**config.mk**
```make
export PLATFORM = sky130hd
export DESIGN_NAME = spi_transaction_fsm_flat
export DESIGN_NICKNAME = d
export VERILOG_FILES = /design/src/rtl/spi_transaction_fsm_if.sv /design/src/rtl/spi_transaction_fsm.sv /design/src/flat_wrapper.sv
export SDC_FILE = /design/constraint.sdc
export NUM_CORES = 1
export LEC_CHECK = 0
export CAP_MARGIN = 10
export CORE_MARGIN = 4
export CORE_UTILIZATION = 30
export CTS_CLUSTER_SIZE = 25
export DETAILED_ROUTE_END_ITERATION = 10
export PLACE_DENSITY_LB_ADDON = 0.3
export SYNTH_ARGS = -nofsm -noshare
export SYNTH_HDL_FRONTEND = slang
export SYNTH_SLANG_ARGS = --single-unit
```
**constraint.sdc**
```tcl
create_clock -name clk -period 2.25 [get_ports clk]
set_clock_uncertainty 0.1 [all_clocks]
set_input_delay 0.45 -clock clk [delete_from_list [all_inputs] [get_ports clk]]
set_output_delay 0.45 -clock clk [all_outputs]
set_load 0.05 [all_outputs]
```
**src/rtl/spi_transaction_fsm_if.sv**
```systemverilog
`default_nettype none
// ============================================================================
// Module   : spi_transaction_fsm_if
// Purpose  : Handshake bundle between the SPI front end and the transaction FSM.
// Revision : 1.0 - initial release
// ============================================================================
interface spi_transaction_fsm_if;
  logic sclkPosEdge;
  logic csConditioned;
  logic rwBit;
  logic srParallelLoad;
  logic addrWriteEnable;
  logic dmWriteEnable;
  logic misoBufferEnable;
  logic busy;

  modport master (
    output sclkPosEdge, csConditioned, rwBit,
    input  srParallelLoad, addrWriteEnable, dmWriteEnable, misoBufferEnable, busy
  );

  modport slave (
    input  sclkPosEdge, csConditioned, rwBit,
    output srParallelLoad, addrWriteEnable, dmWriteEnable, misoBufferEnable, busy
  );
endinterface
`default_nettype wire

```
**src/rtl/spi_transaction_fsm.sv**
```systemverilog
`default_nettype none
// ============================================================================
// Module   : spi_transaction_fsm
// Purpose  : Sequences address capture, memory read/write and MISO drive.
// Revision : 1.0 - initial release
// ============================================================================
module spi_transaction_fsm #(
  parameter int WIDTH       = 8,
  parameter int WAIT_CYCLES = 1
) (
  input  wire logic            clk,
  input  wire logic            reset,
  spi_transaction_fsm_if.slave bus
);

  localparam int                 c_BIT_W     = $clog2(WIDTH + 1);
  localparam logic [c_BIT_W-1:0] c_LAST_BIT  = c_BIT_W'(WIDTH - 1);
  localparam logic [3:0]         c_LAST_WAIT = 4'(WAIT_CYCLES - 1);

  typedef enum logic [3:0] {
    IDLE      = 4'd0,
    GET_ADDR  = 4'd1,
    GOT_ADDR  = 4'd2,
    READ_WAIT = 4'd3,
    READ_LOAD = 4'd4,
    READ_SEND = 4'd5,
    WRITE_GET = 4'd6,
    WRITE_DM  = 4'd7,
    DONE      = 4'd8
  } state_t;

  state_t             r_state;
  state_t             w_nextState;
  logic [c_BIT_W-1:0] r_bitCount;
  logic [c_BIT_W-1:0] w_bitCountNext;
  logic [3:0]         r_waitCount;
  logic [3:0]         w_waitCountNext;

  always_ff @(posedge clk) begin
    if (reset) begin
      r_state     <= IDLE;
      r_bitCount  <= '0;
      r_waitCount <= '0;
    end else begin
      r_state     <= w_nextState;
      r_bitCount  <= w_bitCountNext;
      r_waitCount <= w_waitCountNext;
    end
  end

  always_comb begin
    w_nextState     = r_state;
    w_bitCountNext  = r_bitCount;
    w_waitCountNext = r_waitCount;

    // Deselect aborts any transaction ahead of every other transition.
    if (r_state != IDLE && bus.csConditioned) begin
      w_nextState     = IDLE;
      w_bitCountNext  = '0;
      w_waitCountNext = '0;
    end else begin
      case (r_state)
        IDLE: begin
          if (!bus.csConditioned) begin
            w_nextState    = GET_ADDR;
            w_bitCountNext = '0;
          end
        end
        GET_ADDR, WRITE_GET, READ_SEND: begin
          if (bus.sclkPosEdge) begin
            if (r_bitCount == c_LAST_BIT) begin
              w_bitCountNext = '0;
              case (r_state)
                GET_ADDR:  w_nextState = GOT_ADDR;
                WRITE_GET: w_nextState = WRITE_DM;
                default:   w_nextState = DONE;
              endcase
            end else begin
              w_bitCountNext = r_bitCount + c_BIT_W'(1);
            end
          end
        end
        GOT_ADDR: begin
          w_nextState     = bus.rwBit ? READ_WAIT : WRITE_GET;
          w_waitCountNext = '0;
        end
        READ_WAIT: begin
          if (r_waitCount == c_LAST_WAIT) begin
            w_nextState     = READ_LOAD;
            w_waitCountNext = '0;
          end else begin
            w_waitCountNext = r_waitCount + 4'd1;
          end
        end
        READ_LOAD: begin
          w_nextState    = READ_SEND;
          w_bitCountNext = '0;
        end
        WRITE_DM: w_nextState = DONE;
        DONE:     w_nextState = DONE;
        default: begin
          w_nextState     = IDLE;
          w_bitCountNext  = '0;
          w_waitCountNext = '0;
        end
      endcase
    end
  end

  assign bus.addrWriteEnable  = (r_state == GOT_ADDR);
  assign bus.srParallelLoad   = (r_state == READ_LOAD);
  assign bus.misoBufferEnable = (r_state == READ_SEND);
  assign bus.dmWriteEnable    = (r_state == WRITE_DM);
  assign bus.busy             = (r_state != IDLE);

endmodule
`default_nettype wire

```
**src/flat_wrapper.sv**
```systemverilog
// flat-port wrapper written by rule: the top's interface ports become plain ports
module spi_transaction_fsm_flat 
#(
  parameter int WIDTH       = 8,
  parameter int WAIT_CYCLES = 1
)
  (clk, reset, bus_sclkPosEdge, bus_csConditioned, bus_rwBit, bus_srParallelLoad, bus_addrWriteEnable, bus_dmWriteEnable, bus_misoBufferEnable, bus_busy);
  spi_transaction_fsm_if bus_i ();
  input  wire logic clk;
  input  wire logic reset;
  input wire logic [$bits(bus_i.sclkPosEdge)-1:0] bus_sclkPosEdge;
  input wire logic [$bits(bus_i.csConditioned)-1:0] bus_csConditioned;
  input wire logic [$bits(bus_i.rwBit)-1:0] bus_rwBit;
  output wire logic [$bits(bus_i.srParallelLoad)-1:0] bus_srParallelLoad;
  output wire logic [$bits(bus_i.addrWriteEnable)-1:0] bus_addrWriteEnable;
  output wire logic [$bits(bus_i.dmWriteEnable)-1:0] bus_dmWriteEnable;
  output wire logic [$bits(bus_i.misoBufferEnable)-1:0] bus_misoBufferEnable;
  output wire logic [$bits(bus_i.busy)-1:0] bus_busy;
  assign bus_i.sclkPosEdge = bus_sclkPosEdge;
  assign bus_i.csConditioned = bus_csConditioned;
  assign bus_i.rwBit = bus_rwBit;
  assign bus_srParallelLoad = bus_i.srParallelLoad;
  assign bus_addrWriteEnable = bus_i.addrWriteEnable;
  assign bus_dmWriteEnable = bus_i.dmWriteEnable;
  assign bus_misoBufferEnable = bus_i.misoBufferEnable;
  assign bus_busy = bus_i.busy;
  spi_transaction_fsm #(.WIDTH(WIDTH), .WAIT_CYCLES(WAIT_CYCLES)) u_core (.clk(clk), .reset(reset), .bus(bus_i));
endmodule
```
# After elaboration in Yosys (flattened, before gate mapping)
# Cells that the tools add are included.
[classes]
add_sub_neg = 2
n_eq_ne = 13
mux = 13
bitwise = 1
n_reduce_logical = 11
[op_table]
columns = ["operator", "n"]
rows = [
  ["4-bit 2-to-1 mux", 8],
  ["4-bit one-hot mux with 6 select lines", 1],
  ["4-bit by 3-bit equality test with 1-bit output (second input constant)", 5],
  ["4-bit one-hot mux with 2 select lines", 2],
  ["4-bit one-hot mux with 3 select lines", 1],
  ["4-bit by 1-bit adder with 4-bit output (second input constant)", 2],
  ["4-bit by 2-bit equality test with 1-bit output (second input constant)", 2],
  ["4-bit zero test", 2],
  ["7-bit OR reduction", 1],
  ["4-bit by 1-bit equality test with 1-bit output (second input constant)", 1],
  ["4-bit equality test (second input constant)", 1],
  ["2-bit by 1-bit != test with 1-bit output (second input constant)", 2],
  ["2-bit != test (second input constant)", 2],
  ["4-bit AND reduction", 1],
  ["4-bit nonzero test", 1],
  ["2-bit OR reduction", 2],
  ["4-bit OR reduction", 1],
  ["3-bit 2-to-1 mux", 1],
  ["3-bit AND reduction", 1],
  ["3-bit OR reduction", 1],
  ["1-bit logical AND", 1],
  ["1-bit inverter", 1],
]
[totals]
register_bits = 12
in_bits = 5
output_inout_bits = 5
wordCells = 43

# Longest topological paths before layout
# Gate-level depths: netlist (run 1).
[logic_depth]
ltp_word = 5
depth_mapped = 6
depth_no_buf = 5

# Worst setup path after synthesis (run 1)
# Ideal clock, no wire load.
[synth_timing]
path_type = "register to output"
from = "reg u_core.r_state[1]"
to = "out bus_addrWriteEnable"
arrival_ps = 1845
required_time_ps = 1700
path_slack_ps = -145
path_stages_with_launch = 4
path_buffers = 1
cell_sequence = "dfxtp_1 > clkbuf_1 > nand2b_1 > nor3_1"
[synth_via]
elab_chain_len = 1
[synth_rtl]
columns = ["element", "line", "text"]
rows = [
  ["start, declared", "spi_transaction_fsm.sv:32", "state_t r_state;"],
  ["start signal, assigned", "spi_transaction_fsm.sv:45", "r_state <= w_nextState;"],
  ["4-bit by 2-bit equality test with 1-bit output", "spi_transaction_fsm.sv:110", "assign bus.addrWriteEnable = (r_state == GOT_ADDR);"],
  ["end, declared", "flat_wrapper.sv:15", "output wire logic [$bits(bus_i.addrWriteEnable)-1:0] bus_addrWriteEnable;"],
]
# No other way between the ends.

# Final worst setup path (run 1)
[layout_timing]
from = "reg u_core.r_state[0]"
to = "out bus_misoBufferEnable"
[layout_via]
elab_chain_len = 1
[layout_rtl]
columns = ["element", "line", "text"]
rows = [
  ["4-bit by 3-bit equality test with 1-bit output", "spi_transaction_fsm.sv:112", "assign bus.misoBufferEnable = (r_state == READ_SEND);"],
  ["end, declared", "flat_wrapper.sv:17", "output wire logic [$bits(bus_i.misoBufferEnable)-1:0] bus_misoBufferEnable;"],
]
# No other way between the ends.

==> results of run 1 <==
[registers in the layout (all words and copies together) (netlist names)]
signal and count:
u_core.r_waitCount 4, u_core.r_bitCount 4, u_core.r_state 4
[worst max-delay path: cells and delay by family (launching register included)]
kind / cells / cell delay, ns
buf+inv: 2 / 0.38
simple gates: 2 / 0.48
flops: 1 / 0.34
[placed cells by master (no fill, tap or decap), types with 2 or more instances in the layout]
| cell | count |
|---|---|
| dfxtp_1 | 12 |
| nor2_1 | 11 |
| a21oi_1 | 9 |
| buf_4 | 8 |
| inv_1 | 6 |
| nand2_1 | 6 |
| nand3_1 | 5 |
| o21ai_0 | 5 |
| clkdlybuf4s50_1 | 4 |
| buf_12 | 4 |
| nand2b_1 | 3 |
| nor2b_1 | 3 |
| xnor2_1 | 3 |
| ha_1 | 3 |
| clkbuf_4 | 3 |
| nor3_2 | 2 |
| o31ai_1 | 2 |
| and3b_1 | 2 |
| mux2i_1 | 2 |
| a22oi_1 | 2 |
| o2111ai_1 | 2 |
| o211ai_1 | 2 |
[cell families after synthesis]
group                    share of synthesized area [%]
AO/OA/AOI/OAI                                    24.77
XOR/XNOR                                         3.212
adder cells (fa/ha/maj)                          4.588
buffers and inverters                            5.962
flip-flops                                       29.36
multiplexers                                     2.447
AND/OR/NAND/NOR                                  29.67
[per-stage QoR]
step	std cells	cell area (um2)
finish	150	1042
global route	150	1042
CTS	150	1042
detailed placement	147	1020
global placement	147	1020
floorplan	106	828.3
[routing by layer]
metal	GRT usage (%)	routed length (um)	up-vias
met1	14.78	868	378
li1	-	-	415
met2	20.83	886	15
met4	6.962	15	0
met5	0	0	-
met3	2.160	91	2
[path summary, 6_finish.rpt]
path                               end  slack [ns]  cells after the start
setup reg to reg     u_core.r_state[0]        0.37                      5
hold / removal    u_core.r_bitCount[3]        0.38                      2
hold reg to reg   u_core.r_bitCount[3]        0.38                      2
setup / recovery  bus_misoBufferEnable        0.23                      4
[power by group]
part           switching, uW  leakage [uW]  total [uW]  internal [uW]
Combinational            149      0.000286         264            115
Sequential              6.61     0.0000969         229            222
Clock                   67.4     0.0000138         129           61.8
[area by class of cell]
type	instances	area, um2
Clock buffer	3	22.52
Multi-Input combinational cell	83	539.3
Inverter	6	22.52
Tap cell	30	37.54
Timing Repair Buffer	16	180.2
Fill cell	262	1503
Sequential cell	12	240.2
==> impl_metrics.ini, run 1 <==
[synthesis]
ys_seq_area_share_pct = 29.36
async_reset_ff_share_pct = 0
post_synth_num_cell_types = 40
synth_top_area_share_pct = 29.36
syn_area_um2 = 818.3
synth-seq-cells = 12
synth_fp_nets = 114
ys.flop_type = dfxtp_1
syn_avg_cell_area_um2 = 7.720
synthTopCellsByCount = dfxtp_1, nor2_1, a21oi_1
syn_inst = 106
synth_area_leader_cell = dfxtp_1
ys_top_cells_by_area = dfxtp_1, a21oi_1, nor2_1
synth_edf_count = 0
yosysMostFrequentCell = dfxtp_1
yosysWarningCount = 0

[route]
drc_errors = 0
detail-route-antenna-nets = 0
drt_first_pass_iters = 4
via_per_inst = 5.400
drtIter0Drc = 29
drt-total-wl_um = 1861
vias = 810
post_drt_wl_per_cell_um = 12.41

[placed_design]
place_ws_ns = 0.09709
dp_hpwl_um = 1420
gp_congestion = 0.8486
numPortBuffers = 9

[finish]
nets = 130
drive_above_1_share_pct = 17.50
num_antenna_cells = 0
area_growth_pct = 27.37
fin_util_pct = 40.95

[pwr]
leakage_uw = 0.0003964
p_per_area_nw_per_um2 = 596.4
irDropWorstVdd_v = 0.0003190
total_power_uw = 621.5

[sta]
slew_headroom_pct = 69.41
fmaxAchievable_mhz = 494.0
rsz0062_at_grt = false
finalHoldViolations = 0
period_needed_ns = 2.024
tns_ns = 0
setup_slack_ns = 0.2257
fin_crit_sh_pct = 89.97
fin_hold_ws_ns = 0.3772
maxSlewViolCount = 0
tightest_slew_ns = 0.4541
setup_viol = 0

[outcome]
status = finished, final reports clean

[die]
die_area_um2 = 3627
ios = 10
fp.coreArea_um2 = 2545
die_w_um = 60.23
row_count = 18
start_util_pct = 32.15
die_h_um = 60.23

[worst_setup_path]
cp.arrival_ns = 1.47
crit_path_start_kind = flip-flop
cp_slowest_cell = dfxtp_1
worst-setup-path-type = reg2out
rr_startpoint = u_core.r_state[0]
worstSetupEndpointType = output pin
crit_fanout = 18
cp_cell_sequence = buf_4, or2b_1, nor2_1, buf_12
max_stage_delay_ns = 0.34
required_ns = 1.70
startpoint = u_core.r_state[0]

[cts]
clockBufferDepth = 2
htree_num_levels = 1
clk_pin_slew_ns = 0.08
cts_setup_buffers = 0
cts_tree = built
cts_root_buf = clkbuf_4
cts_hold_buf = 0
cts_sinks = 12
post_cts_resized = 0
insertion_delay_ns = 0.27
cts_buffers = 3

[worst_hold_path]
hold_path_class = reg2reg
hp-start = u_core.r_bitCount[3]

[grt]
grt_max_degree = 19
grt_first_pass_wirelength_um = 3387
grt_pass1_vias = 791
grt_overflow_total = 0
antenna_found_initial = 0
grt.total_usage_pct = 12.43

[flow_run]
drv_cap = 0
No activity file was read; power rests on OpenSTA's default activity.
==> run 2, diff against run 1 <==
--- a/config.mk
+++ b/config.mk
@@ -10,6 +10,8 @@
 export CORE_UTILIZATION = 30
 export CTS_CLUSTER_SIZE = 25
 export DETAILED_ROUTE_END_ITERATION = 10
+export GPL_ROUTABILITY_DRIVEN = 0
+export HOLD_SLACK_MARGIN = 0.12
 export PLACE_DENSITY_LB_ADDON = 0.3
 export SYNTH_ARGS = -nofsm -noshare
 export SYNTH_HDL_FRONTEND = slang
==> results of run 2 <==
Final layout, timing and power as in run 1 (identical DEF).
==> run 3, diff against run 2 <==
--- a/config.mk
+++ b/config.mk
@@ -13,6 +13,7 @@
 export GPL_ROUTABILITY_DRIVEN = 0
 export HOLD_SLACK_MARGIN = 0.12
 export PLACE_DENSITY_LB_ADDON = 0.3
+export SLEW_MARGIN = 20
 export SYNTH_ARGS = -nofsm -noshare
 export SYNTH_HDL_FRONTEND = slang
 export SYNTH_SLANG_ARGS = --single-unit
==> results of run 3 <==
Final layout, timing and power as in run 1 (identical DEF).
==> variant, RTL diff (config.mk and constraints of run 3) <==
The 9 states of `state_t` get a Gray code encoding in 4 bits.
--- a/src/rtl/spi_transaction_fsm.sv
+++ b/src/rtl/spi_transaction_fsm.sv
@@ -19,13 +19,13 @@
 
   typedef enum logic [3:0] {
-    IDLE      = 4'd0,
-    GET_ADDR  = 4'd1,
-    GOT_ADDR  = 4'd2,
-    READ_WAIT = 4'd3,
-    READ_LOAD = 4'd4,
-    READ_SEND = 4'd5,
-    WRITE_GET = 4'd6,
-    WRITE_DM  = 4'd7,
-    DONE      = 4'd8
+    IDLE      = 4'b0000,
+    GET_ADDR  = 4'b0001,
+    GOT_ADDR  = 4'b0011,
+    READ_WAIT = 4'b0010,
+    READ_LOAD = 4'b0110,
+    READ_SEND = 4'b0111,
+    WRITE_GET = 4'b0101,
+    WRITE_DM  = 4'b0100,
+    DONE      = 4'b1100
   } state_t;
 
Formal check against the unedited RTL: same outputs for any inputs over 10 cycles, from zero or initial values; not proved beyond that.
==> variant against run 3 <==
Global-route usage shrank 0.41 points. Hold slack better by 0.026 ns. Routed wire length grew 4.9%. Synthesized area is 1.8% lower. Design area fell by 3.0%. Sequential cell count is the same. Die area decreased by 1.6%. Total power is 60% higher. Setup slack better by 0.00077 ns. Critical path type unchanged.
==> variant: results (changes against run 3) <==
metric	value	unit	change
DR iter-0 viols	30		+3.4%
status	finished, final reports clean		
M3 GR Usage	3.89	%	+1.7 points
Final nets	120		-7.7%
Worst Path Max Fanout	15		-3
share of layout cells above drive strength 1	18.0	%	+0.52 points
Syn Nets	107		-6.1%
Post-synth top cells	dfxtp_1 (12), nand2_1 (10), nor2_1 (8), o21ai_0 (8), mux2i_1 (5)		
sequential area share after synthesis	29.9	%	+0.55 points
CTS max path bufs	2		unchanged
Filler cells	254		-3.1%
global-route wire length before repair	3260	um	-3.7%
post-synth cell types	38		-5.0%
HP Class	register to register		
met1 usage	15.3	%	+0.50 points
number of global-route vias before repair	713		-9.9%
Worst VDD drop	0.590	mV	+85%
Area after DPL	970	um2	-4.9%
Routed WL	1950	um	+4.9%
routed vias/inst	5.45		+1.0%
Synth area leaders	dfxtp_1 (30%), mux2i_1 (6.2%), o21ai_0 (5.0%)		
slowest stage delay, CP	0.32	ns	-0.02 ns
Slew HR	62.4	%	-7.0 points
Pleak	0.405	nW	+2.1%
met2 Usage GRT	18.4	%	-2.5 points
HPWL Detailed	1400	um	-1.3%
largest net degree at the start of global routing	16		-3
-- variant: timing repair --
item / 4_1_cts / 5_1_grt
setup endpoints to repair: 0 / 1
hold endpoints to repair: 0 / 0
gates resized for setup: 0 / 1
-- variant: per-layer routing --
| metal | share of wire [%] | routed length [um] | vias to the layer above |
|---|---|---|---|
| li1 | - | - | 387 |
| met1 | 48 | 942 | 365 |
| met2 | 46 | 893 | 13 |
| met3 | 4.6 | 90 | 4 |
| met4 | 1.3 | 26 | 0 |
| met5 | 0 | 0 | - |
-- variant: final timing paths --
path                                           start                    to  slack, ns
worst min register to register  u_core.r_bitCount[1]  u_core.r_bitCount[1]       0.40
worst max-delay path               u_core.r_state[3]   bus_addrWriteEnable       0.23
worst max register to register     u_core.r_state[1]  u_core.r_bitCount[0]       0.34
worst min-delay path            u_core.r_bitCount[1]  u_core.r_bitCount[1]       0.40
-- variant: area by class of cell --
cell class / instances / area (um2) / share of cell area [%]
clock buffers: 4 / 36.3 / 3.59
inverters: 4 / 15.0 / 1.49
multi-input cells: 77 / 529 / 52.4
flip-flops and latches: 12 / 240 / 23.8
well taps: 30 / 37.5 / 3.71
repair buffers: 14 / 153 / 15.1
-- variant: tightest hold or removal path: cells and delay by family (launching register included) --
kind	cells	cell delay [ns]
DFF	1	0.34
and+or+nand+nor	1	0.06
muxes	1	0.06
-- variant: cell families after synthesis --
group | Yosys count | synth area share (%)
adder cells (fa/ha/maj) | 3 | 4.67
buffers and inverters | 10 | 5.61
XOR/XNOR | 3 | 3.27
multiplexers | 5 | 6.23
flip-flops | 12 | 29.9
AO/OA/AOI/OAI | 25 | 22.0
AND/OR/NAND/NOR | 41 | 28.3
-- variant: power breakdown --
| part | leakage (nW) | internal [mW] | switching, mW |
|---|---|---|---|
| sequential | 0.0971 | 0.241 | 0.0511 |
| clock | 0.0210 | 0.0985 | 0.0818 |
| combinational | 0.287 | 0.224 | 0.298 |
| total | 0.405 | 0.564 | 0.431 |
-- variant: through the flow --
step / std cells / setup slack, ns
2_1_floorplan: 99 / 0.0121
3_3_place_gp: 137 / 0.0769
3_5_place_dp: 137 / 0.0286
4_1_cts: 141 / 0.104
5_1_grt: 141 / 0.126
6_report: 141 / 0.226
